<file path="config.mk">
export PLATFORM = sky130hd
export DESIGN_NAME = acc_bias_unit
export DESIGN_NICKNAME = d
export VERILOG_FILES = /design/src/rtl/acc_bias_pkg.sv /design/src/rtl/acc_lane.sv /design/src/rtl/acc_bias_unit.sv
export SDC_FILE = /design/constraint.sdc
export NUM_CORES = 1
export LEC_CHECK = 0
export CORE_UTILIZATION = 30
export CTS_BUF_LIST = sky130_fd_sc_hd__clkbuf_16
export DETAILED_ROUTE_END_ITERATION = 6
export GPL_TIMING_DRIVEN = 0
export PLACE_DENSITY = 0.6
export SETUP_SLACK_MARGIN = 0.02
export SLEW_MARGIN = 20
export SYNTH_ARGS = -nofsm -noshare
export SYNTH_HDL_FRONTEND = slang
export SYNTH_SLANG_ARGS = --single-unit
</file>
<file path="constraint.sdc">
create_clock -name clk -period 3.08 [get_ports clk]
set_clock_uncertainty 0.05 [all_clocks]
set_input_delay 0.77 -clock clk [delete_from_list [all_inputs] [get_ports clk]]
set_output_delay 0.77 -clock clk [all_outputs]
set_load 0.01 [all_outputs]
</file>
<file path="src/rtl/acc_bias_pkg.sv">
// Shared widths and FSM encoding for the accumulate-plus-bias unit.
package acc_bias_pkg;

    localparam int P_BW_DEF  = 16;
    localparam int B_BW_DEF  = 16;
    localparam int AB_BW_DEF = 21;

    typedef enum logic [1:0] {
        IDLE = 2'd0,
        ACC  = 2'd1,
        BIAS = 2'd2,
        OUT  = 2'd3
    } state_t;

endpackage

</file>
<file path="src/rtl/acc_lane.sv">
// Single-lane signed accumulator with clear, add-psum and add-bias controls.
// The result register is loaded on the bias step and holds until the next one.
module acc_lane
    import acc_bias_pkg::*;
#(
    parameter int P_BW  = P_BW_DEF,
    parameter int B_BW  = B_BW_DEF,
    parameter int AB_BW = AB_BW_DEF
) (
    input  logic                    clk,
    input  logic                    rst_n,
    input  logic                    clr,
    input  logic                    add_psum,
    input  logic                    add_bias,
    input  logic signed [P_BW-1:0]  psum,
    input  logic signed [B_BW-1:0]  bias,
    output logic signed [AB_BW-1:0] result
);

    logic signed [AB_BW-1:0] acc_r;
    logic signed [AB_BW-1:0] result_r;
    logic signed [AB_BW-1:0] psum_ext_s;
    logic signed [AB_BW-1:0] bias_ext_s;
    logic signed [AB_BW-1:0] acc_nxt_s;

    assign psum_ext_s = AB_BW'(psum);
    assign bias_ext_s = AB_BW'(bias);

    // Next accumulator value; clear wins over both add paths.
    always_comb begin
        acc_nxt_s = acc_r;
        if (clr) begin
            acc_nxt_s = {AB_BW{1'b0}};
        end else if (add_psum) begin
            acc_nxt_s = acc_r + psum_ext_s;
        end else if (add_bias) begin
            acc_nxt_s = acc_r + bias_ext_s;
        end else begin
            acc_nxt_s = acc_r;
        end
    end

    // Accumulator and held result registers.
    always_ff @(posedge clk or negedge rst_n) begin
        if (!rst_n) begin
            acc_r    <= {AB_BW{1'b0}};
            result_r <= {AB_BW{1'b0}};
        end else begin
            acc_r <= acc_nxt_s;
            if (add_bias) begin
                result_r <= acc_nxt_s;
            end
        end
    end

    assign result = result_r;

endmodule

</file>
<file path="src/rtl/acc_bias_unit.sv">
// Three-lane accumulate-then-bias unit: sums 1..16 partial-sum beats per lane, adds a bias.
// Optional job counter output o_job_cnt is built when ACC_BIAS_PERF_CNT_EN is defined.
module acc_bias_unit
    import acc_bias_pkg::*;
#(
    parameter int P_BW  = P_BW_DEF,
    parameter int B_BW  = B_BW_DEF,
    parameter int AB_BW = AB_BW_DEF
) (
    input  logic                    clk,
    input  logic                    rst_n,
    input  logic                    i_start,
    input  logic [3:0]              i_acc_len,
    input  logic signed [B_BW-1:0]  i_bias0,
    input  logic signed [B_BW-1:0]  i_bias1,
    input  logic signed [B_BW-1:0]  i_bias2,
    input  logic                    i_psum_valid,
    input  logic signed [P_BW-1:0]  i_psum0,
    input  logic signed [P_BW-1:0]  i_psum1,
    input  logic signed [P_BW-1:0]  i_psum2,
    output logic                    o_busy,
    output logic                    o_acc_bias_valid,
    output logic                    o_bound_en,
    output logic signed [AB_BW-1:0] o_acc_bias0,
    output logic signed [AB_BW-1:0] o_acc_bias1,
    output logic signed [AB_BW-1:0] o_acc_bias2
`ifdef ACC_BIAS_PERF_CNT_EN
    ,
    output logic [15:0]             o_job_cnt
`endif
);

    state_t                 state_r;
    logic [3:0]             len_r;
    logic [3:0]             cnt_r;
    logic signed [B_BW-1:0] bias0_r;
    logic signed [B_BW-1:0] bias1_r;
    logic signed [B_BW-1:0] bias2_r;
    logic                   busy_r;
    logic                   valid_r;
    logic                   clr_s;
    logic                   add_psum_s;
    logic                   add_bias_s;

    // Lane control strobes decoded from the current state.
    always_comb begin
        clr_s      = 1'b0;
        add_psum_s = 1'b0;
        add_bias_s = 1'b0;
        case (state_r)
            IDLE:    clr_s      = i_start;
            ACC:     add_psum_s = i_psum_valid;
            BIAS:    add_bias_s = 1'b1;
            OUT:     clr_s      = 1'b0;
            default: clr_s      = 1'b0;
        endcase
    end

    // Job FSM with registered busy/valid outputs and latched job parameters.
    always_ff @(posedge clk or negedge rst_n) begin
        if (!rst_n) begin
            state_r <= IDLE;
            len_r   <= 4'd0;
            cnt_r   <= 4'd0;
            bias0_r <= {B_BW{1'b0}};
            bias1_r <= {B_BW{1'b0}};
            bias2_r <= {B_BW{1'b0}};
            busy_r  <= 1'b0;
            valid_r <= 1'b0;
        end else begin
            case (state_r)
                IDLE: begin
                    valid_r <= 1'b0;
                    busy_r  <= i_start;
                    if (i_start) begin
                        len_r   <= i_acc_len;
                        cnt_r   <= 4'd0;
                        bias0_r <= i_bias0;
                        bias1_r <= i_bias1;
                        bias2_r <= i_bias2;
                        state_r <= ACC;
                    end
                end
                ACC: begin
                    busy_r <= 1'b1;
                    if (i_psum_valid) begin
                        cnt_r <= cnt_r + 4'd1;
                        if (cnt_r == len_r) begin
                            state_r <= BIAS;
                        end
                    end
                end
                BIAS: begin
                    busy_r  <= 1'b1;
                    valid_r <= 1'b1;
                    state_r <= OUT;
                end
                OUT: begin
                    busy_r  <= 1'b0;
                    valid_r <= 1'b0;
                    state_r <= IDLE;
                end
                default: begin
                    busy_r  <= 1'b0;
                    valid_r <= 1'b0;
                    state_r <= IDLE;
                end
            endcase
        end
    end

    assign o_busy           = busy_r;
    assign o_acc_bias_valid = valid_r;
    assign o_bound_en       = valid_r;

    acc_lane #(.P_BW(P_BW), .B_BW(B_BW), .AB_BW(AB_BW)) u_lane0 (
        .clk      (clk),
        .rst_n    (rst_n),
        .clr      (clr_s),
        .add_psum (add_psum_s),
        .add_bias (add_bias_s),
        .psum     (i_psum0),
        .bias     (bias0_r),
        .result   (o_acc_bias0)
    );

    acc_lane #(.P_BW(P_BW), .B_BW(B_BW), .AB_BW(AB_BW)) u_lane1 (
        .clk      (clk),
        .rst_n    (rst_n),
        .clr      (clr_s),
        .add_psum (add_psum_s),
        .add_bias (add_bias_s),
        .psum     (i_psum1),
        .bias     (bias1_r),
        .result   (o_acc_bias1)
    );

    acc_lane #(.P_BW(P_BW), .B_BW(B_BW), .AB_BW(AB_BW)) u_lane2 (
        .clk      (clk),
        .rst_n    (rst_n),
        .clr      (clr_s),
        .add_psum (add_psum_s),
        .add_bias (add_bias_s),
        .psum     (i_psum2),
        .bias     (bias2_r),
        .result   (o_acc_bias2)
    );

`ifdef ACC_BIAS_PERF_CNT_EN
    logic [15:0] job_cnt_r;

    // Counts OUT cycles; wraps naturally at 16 bits.
    always_ff @(posedge clk or negedge rst_n) begin
        if (!rst_n) begin
            job_cnt_r <= 16'd0;
        end else if (state_r == OUT) begin
            job_cnt_r <= job_cnt_r + 16'd1;
        end
    end

    assign o_job_cnt = job_cnt_r;
`endif

endmodule

</file>
Yosys cells after proc, flatten, opt, wreduce, memory -nomap -nowiden --
Index checks and enable logic that the tools add are counted.
Operators by class: add/sub/neg operators 7, reduce and logical (&&, ||, !) cells 8, equality and inequality tests 7, multiplexer cells 21
Operators by type and width (number):
- two-way mux 21 bit | 9
- adder 21 x 16 -> 21 bit | 6
- two-way mux 4 bit | 2
- one-hot mux 2 bit (4 select lines) | 1
- one-hot mux 4 bit (2 select lines) | 1
- two-way mux 2 bit | 3
- != test 2 bit (second input constant) | 3
- AND reduction 3 bit | 2
- adder 4 x 1 -> 4 bit (second input constant) | 1
- == test 2 bit (second input constant) | 2
- == test 4 bit | 1
- nonzero test 2 bit | 2
- OR reduction 2 bit | 2
- two-way mux 1 bit | 3
- one-hot mux 1 bit (3 select lines) | 1
- == test 2 x 1 -> 1 bit (second input constant) | 1
- zero test 2 bit | 1
- one-hot mux 1 bit (2 select lines) | 1
- AND reduction 2 bit | 1
Storage, ports and cells: output and inout port bits 66, register bits after elaboration 186, logic and storage cells 57

Longest topological paths before layout --
depth in word-level cells 5, gate-level depth with buffers 12, gate-level depth less buffers 12

Hierarchy --
Synthesis repeated with hierarchy kept, for this count alone.
Unflattened totals: cell total of the unflattened synthesis 1529, area, all modules 14313.7 sq um
By module, submodules not included:
- acc_lane (u_lane1 ...) | times used 2, cells each 459, area an instance 3971.3 sq um
- acc_lane (u_lane0) | times used 1, cells each 444, area an instance 3878.7 sq um
- acc_bias_unit | times used 1, cells each 167, area an instance 2492.4 sq um

Worst setup path before layout --
No wires, ideal clock.
kind input -> register, start point input port i_psum2[0], end point register u_lane2.result_r[20] (netlist: u_lane2.result[20]), path buffers 0, stages on the path 12, setup slack -0.226 ns, arrival 3.135 ns, library setup time 0.120 ns, cell sequence ha_1 > inv_1 > fa_1 > nand2b_1 > a21oi_1 > o2111a_1 > or3_4 > a311o_1 > a21oi_2 > mux2i_1 > or3_1 > a41o_1
On the way: word-level cells in the longest chain between the ends 3
RTL lines:
- start, declared | RTL line acc_bias_unit.sv:20 | input logic signed [P_BW-1:0] i_psum2,
- adder 21 x 16 -> 21 bit | RTL line acc_lane.sv:35 | acc_nxt_s = acc_r + psum_ext_s;
- two-way mux 21 bit | RTL line acc_lane.sv:34 | end else if (add_psum) begin
- two-way mux 21 bit | RTL line acc_lane.sv:32 | if (clr) begin
- end signal, assigned | RTL line acc_lane.sv:47 | result_r <= {AB_BW{1'b0}};
- end signal, assigned | RTL line acc_lane.sv:51 | result_r <= acc_nxt_s;
- end, declared | RTL line acc_lane.sv:21 | logic signed [AB_BW-1:0] result_r;
Every way passes these cells. A chain may end at the register's enable or synchronous reset.

Worst setup path after layout --
start point register bias2_r[0], end point register u_lane2.result_r[20] (netlist: u_lane2.result[20])
On the way: word-level cells in the longest chain between the ends 4
RTL lines:
- start, declared | RTL line acc_bias_unit.sv:38 | logic signed [B_BW-1:0] bias2_r;
- start signal, assigned | RTL line acc_bias_unit.sv:67 | bias2_r <= {B_BW{1'b0}};
- start signal, assigned | RTL line acc_bias_unit.sv:80 | bias2_r <= i_bias2;
- adder 21 x 16 -> 21 bit | RTL line acc_lane.sv:37 | acc_nxt_s = acc_r + bias_ext_s;
- two-way mux 21 bit | RTL line acc_lane.sv:36 | end else if (add_bias) begin
- two-way mux 21 bit | RTL line acc_lane.sv:34
- two-way mux 21 bit | RTL line acc_lane.sv:32
Every way passes these cells.

==> out/qor.csv <==
stage;metric;value;unit
timing;slew_headroom;0.3180;
logic_synthesis;synth_cells;1567;
logic_synthesis;syn_area;13490;um^2
setup_path;worstPathMaxFanout;3;
timing;layout_min_cycle_time;3.113;ns
floorplanning;rows;77;
global_routing;grt_antenna_before_repair;1;
logic_synthesis;synth_seq_cells;186;
clock_network;cts_hold_buf;0;
drt;ant_nets;0;
global_routing;gr-total-overflow;0;
place;dp_slack;-1.305;ns
floorplanning;ioPinCount;170;
logic_synthesis;ys_top_cells_by_count;248 x nand2_1, 186 x dfrtp_1, 147 x a21oi_1, 126 x ha_1, 124 x nor2_1;
pwr;vdd_drop_max;506.7;uV
global_routing;grtUsageTotal;0.2227;
timing;finalSetupViolCount;1;
clock_network;cts_tree;yes;
global_routing;grt_start_max_net_pins;84;
timing;setup_tns;-0.03321;ns
logic_synthesis;synth_top_cell_area_share;0.3451;
logic_synthesis;synth_area_leader_cell;dfrtp_1;
timing;rsz0062_at_grt;yes;
clock_network;worstSkewPairLatency;0.47;ns
drt;drc;0;
setup_path;setup.worst_path.end_class;flop;
floorplanning;core_area;44320;um^2
logic_synthesis;yosys.area_share.adder;0.1258;
pwr;p_leak;0.007763;uW
outcome;status;finished, violations left;
place;dp_hpwl;37920;um
logic_synthesis;synth-main-ff-cell;dfrtp_1;
timing;tightest_slew;1.023;ns
timing;finalHoldViolCount;0;
floorplanning;initial_core_util;0.3043;
logic_synthesis;synth_top_family_by_area;compound AO/OA/AOI/OAI gates;
layout;antenna_cells;0;
logic_synthesis;yosys_warnings;0;
logic_synthesis;syn_avg_cell_area;8.607;um^2
clock_network;htree_levels;4;
outcome;violations;negative setup slack;
logic_synthesis;synth_xor_area_frac;0.06605;
layout;areaGrowthSynthToFinish;30.85;%
timing;fin_crit_sh;1.011;
logic_synthesis;synth_edf_count;0;
drt;vias_per_cell;5.365;
logic_synthesis;synth-compound-area-share;0.2254;
run;maxCapViolCount;0;
setup_path;start_kind;flop;
clock_network;cts_buffers;17;
logic_synthesis;syn_nets;1803;
clock_network;cts_sinks;186;
logic_synthesis;yosysSeqAreaShare;0.3451;
setup_path;critPathKind;flop to flop;
floorplanning;die_area;45810;um^2
layout;n_fill_cell;4474;
place;io_buffers;169;
global_routing;grt_pass1_vias;12644;
logic_synthesis;synth_area_leaders;dfrtp_1 35%, ha_1 12%, nand2_1 6.9%;
drt;drtIter0Drc;822;
layout;fin_area;17650;um^2
drt;finalWirelength;51080;um
logic_synthesis;yosysMostFrequentCell;nand2_1;
timing;setup_ws;-0.03321;ns
worst_hold_path;hp-class;primary input to asynchronous set/reset pin;
drt;firstDrtPassIters;5;
place;place_area;16040;um^2
setup_path;arrival;3.43;ns
clock_network;ctsRootBufferMaster;clkbuf_16;
place;gp_congestion;0.9161;
layout;fin_nets;2020;
logic_synthesis;synth.distinct_cells;70;
pwr;power_density;1293;nW/um^2
drt;vias;12817;
layout;drive_above_1_share;0.1408;
floorplanning;die_width;214.0;um
global_routing;grt_pass1_wl;77540;um
drt;wire_per_inst;21.38;um
setup_path;worstPathRequired;3.39;ns
clock_network;clkTransAtPathRegs;0.08;ns
floorplanning;die_y;214.0;um
logic_synthesis;async_flop_share;1.000;
clock_network;clock_path_buffers;2;
logic_synthesis;synth-simple-area-share;0.1659;
timing;max_freq;321.2;MHz
timing;slew_violations;0;
logic_synthesis;synthMuxAreaShare;0.03952;
routing by layer:
layer,routed length (um),track usage
met5,8,0
met4,1137,0.06379
met3,2692,0.03773
met2,23490,0.3593
met1,23750,0.3050
cells by family (layout without fill, tap and decap cells):
kind of cell / after synthesis / after routing
flip-flops: 186 / 186
multiplexers: 50 / 50
AO/OA/AOI/OAI: 472 / 472
XOR/XNOR: 100 / 100
AND/OR/NAND/NOR: 512 / 512
buffers and inverters: 115 / 345
adder cells (fa/ha/maj): 132 / 132
metrics by stage:
step | hold slack [ns] | instances | util | total power [uW]
2_1_floorplan | 0.4023 | 1567 | - | 14320
3_3_place_gp | 0.4209 | 2328 | 0.3606 | 18670
3_5_place_dp | 0.4230 | 2330 | 0.3619 | 18850
4_1_cts | 0.2844 | 2376 | 0.3889 | 22050
5_1_grt | 0.2960 | 2389 | 0.3983 | 24540
6_report | 0.2527 | 2389 | 0.3983 | 22830
layout by cell type, fill, tap and decap left out, drive strengths merged, types with 7 or more instances in the layout:
| master | count |
|---|---|
| a211oi | 41 |
| a21boi | 7 |
| a21o | 42 |
| a21oi | 149 |
| a31oi | 12 |
| and3 | 9 |
| buf | 46 |
| clkbuf | 63 |
| clkdlybuf4s50 | 148 |
| dfrtp | 186 |
| dlygate4sd2 | 16 |
| ha | 126 |
| inv | 58 |
| mux2 | 26 |
| mux2i | 24 |
| nand2 | 248 |
| nand2b | 15 |
| nand3 | 22 |
| nand4 | 10 |
| nor2 | 124 |
| nor2b | 14 |
| nor3 | 31 |
| o211ai | 9 |
| o21a | 17 |
| o21ai | 96 |
| o21bai | 11 |
| o2bb2ai | 12 |
| o31ai | 14 |
| or3 | 12 |
| xnor2 | 64 |
| xor2 | 35 |
flip-flops by register name (all words and copies together), names as in the netlist:
signal and count:
u_lane0.acc_r 21, u_lane0.result 21, u_lane1.acc_r 21, u_lane1.result 21
u_lane2.acc_r 21, u_lane2.result 21, bias0_r 16, bias1_r 16
bias2_r 16, cnt_r 4, len_r 4, state_r 2
o_acc_bias_valid 1, o_busy 1
final cells by class:
type | count | area (um^2) | share of cell area
plain buffers | 61 | 300.3 | 0.01701
flip-flops and latches | 186 | 4656 | 0.2638
inverters | 52 | 195.2 | 0.01106
well taps | 592 | 740.7 | 0.04197
multi-input cells | 1266 | 9230 | 0.5230
clock inverters | 15 | 147.6 | 0.008365
clock buffers | 17 | 425.4 | 0.02410
repair buffers | 200 | 1954 | 0.1107
critical path: stages, from the launching register on:
cell	delay, ns
dfrtp_1	0.37
ha_2	0.21
inv_1	0.06
fa_2	0.35
nor2b_2	0.17
o31a_1	0.23
a41oi_4	0.17
a2111oi_4	0.37
a211oi_2	0.12
o21ai_1	0.19
mux2i_1	0.10
or3_1	0.36
a41o_1	0.24
path summary, 6_finish.rpt:
| path | cells past startpoint | endpoint | slack (ns) | start |
|---|---|---|---|---|
| worst max-delay path | 12 | u_lane2.result[20]$_DFFE_PN0P_ | -0.03 | bias2_r[0]$_DFFE_PN0P_ |
| worst min-delay path | 1 | bias0_r[3]$_DFFE_PN0P_ | 0.25 | rst_n |
| worst max register to register | 12 | u_lane2.result[20]$_DFFE_PN0P_ | -0.03 | bias2_r[0]$_DFFE_PN0P_ |
| worst min register to register | 2 | bias2_r[10]$_DFFE_PN0P_ | 0.44 | bias2_r[10]$_DFFE_PN0P_ |
| max in group asynchronous | 2 | cnt_r[2]$_DFFE_PN0P_ | 1.94 | rst_n |
| min in group clk | 2 | bias2_r[10]$_DFFE_PN0P_ | 0.44 | bias2_r[10]$_DFFE_PN0P_ |
report_power, final:
part           switching, uW  total (uW)  internal (uW)  leakage, uW
Clock                   1090        2290           1200     0.000282
Sequential              1110        4780           3670      0.00230
Combinational           8930       15800           6830      0.00518
Total                  11100       22800          11700      0.00776
what timing repair did:
action,CTS,global route
pin swaps,48,32
resized for setup,145,82
endpoints found under the setup margin,163,78
setup buffers,16,13
gates cloned,0,0
Note: power is estimated with default switching activity, not from simulation.
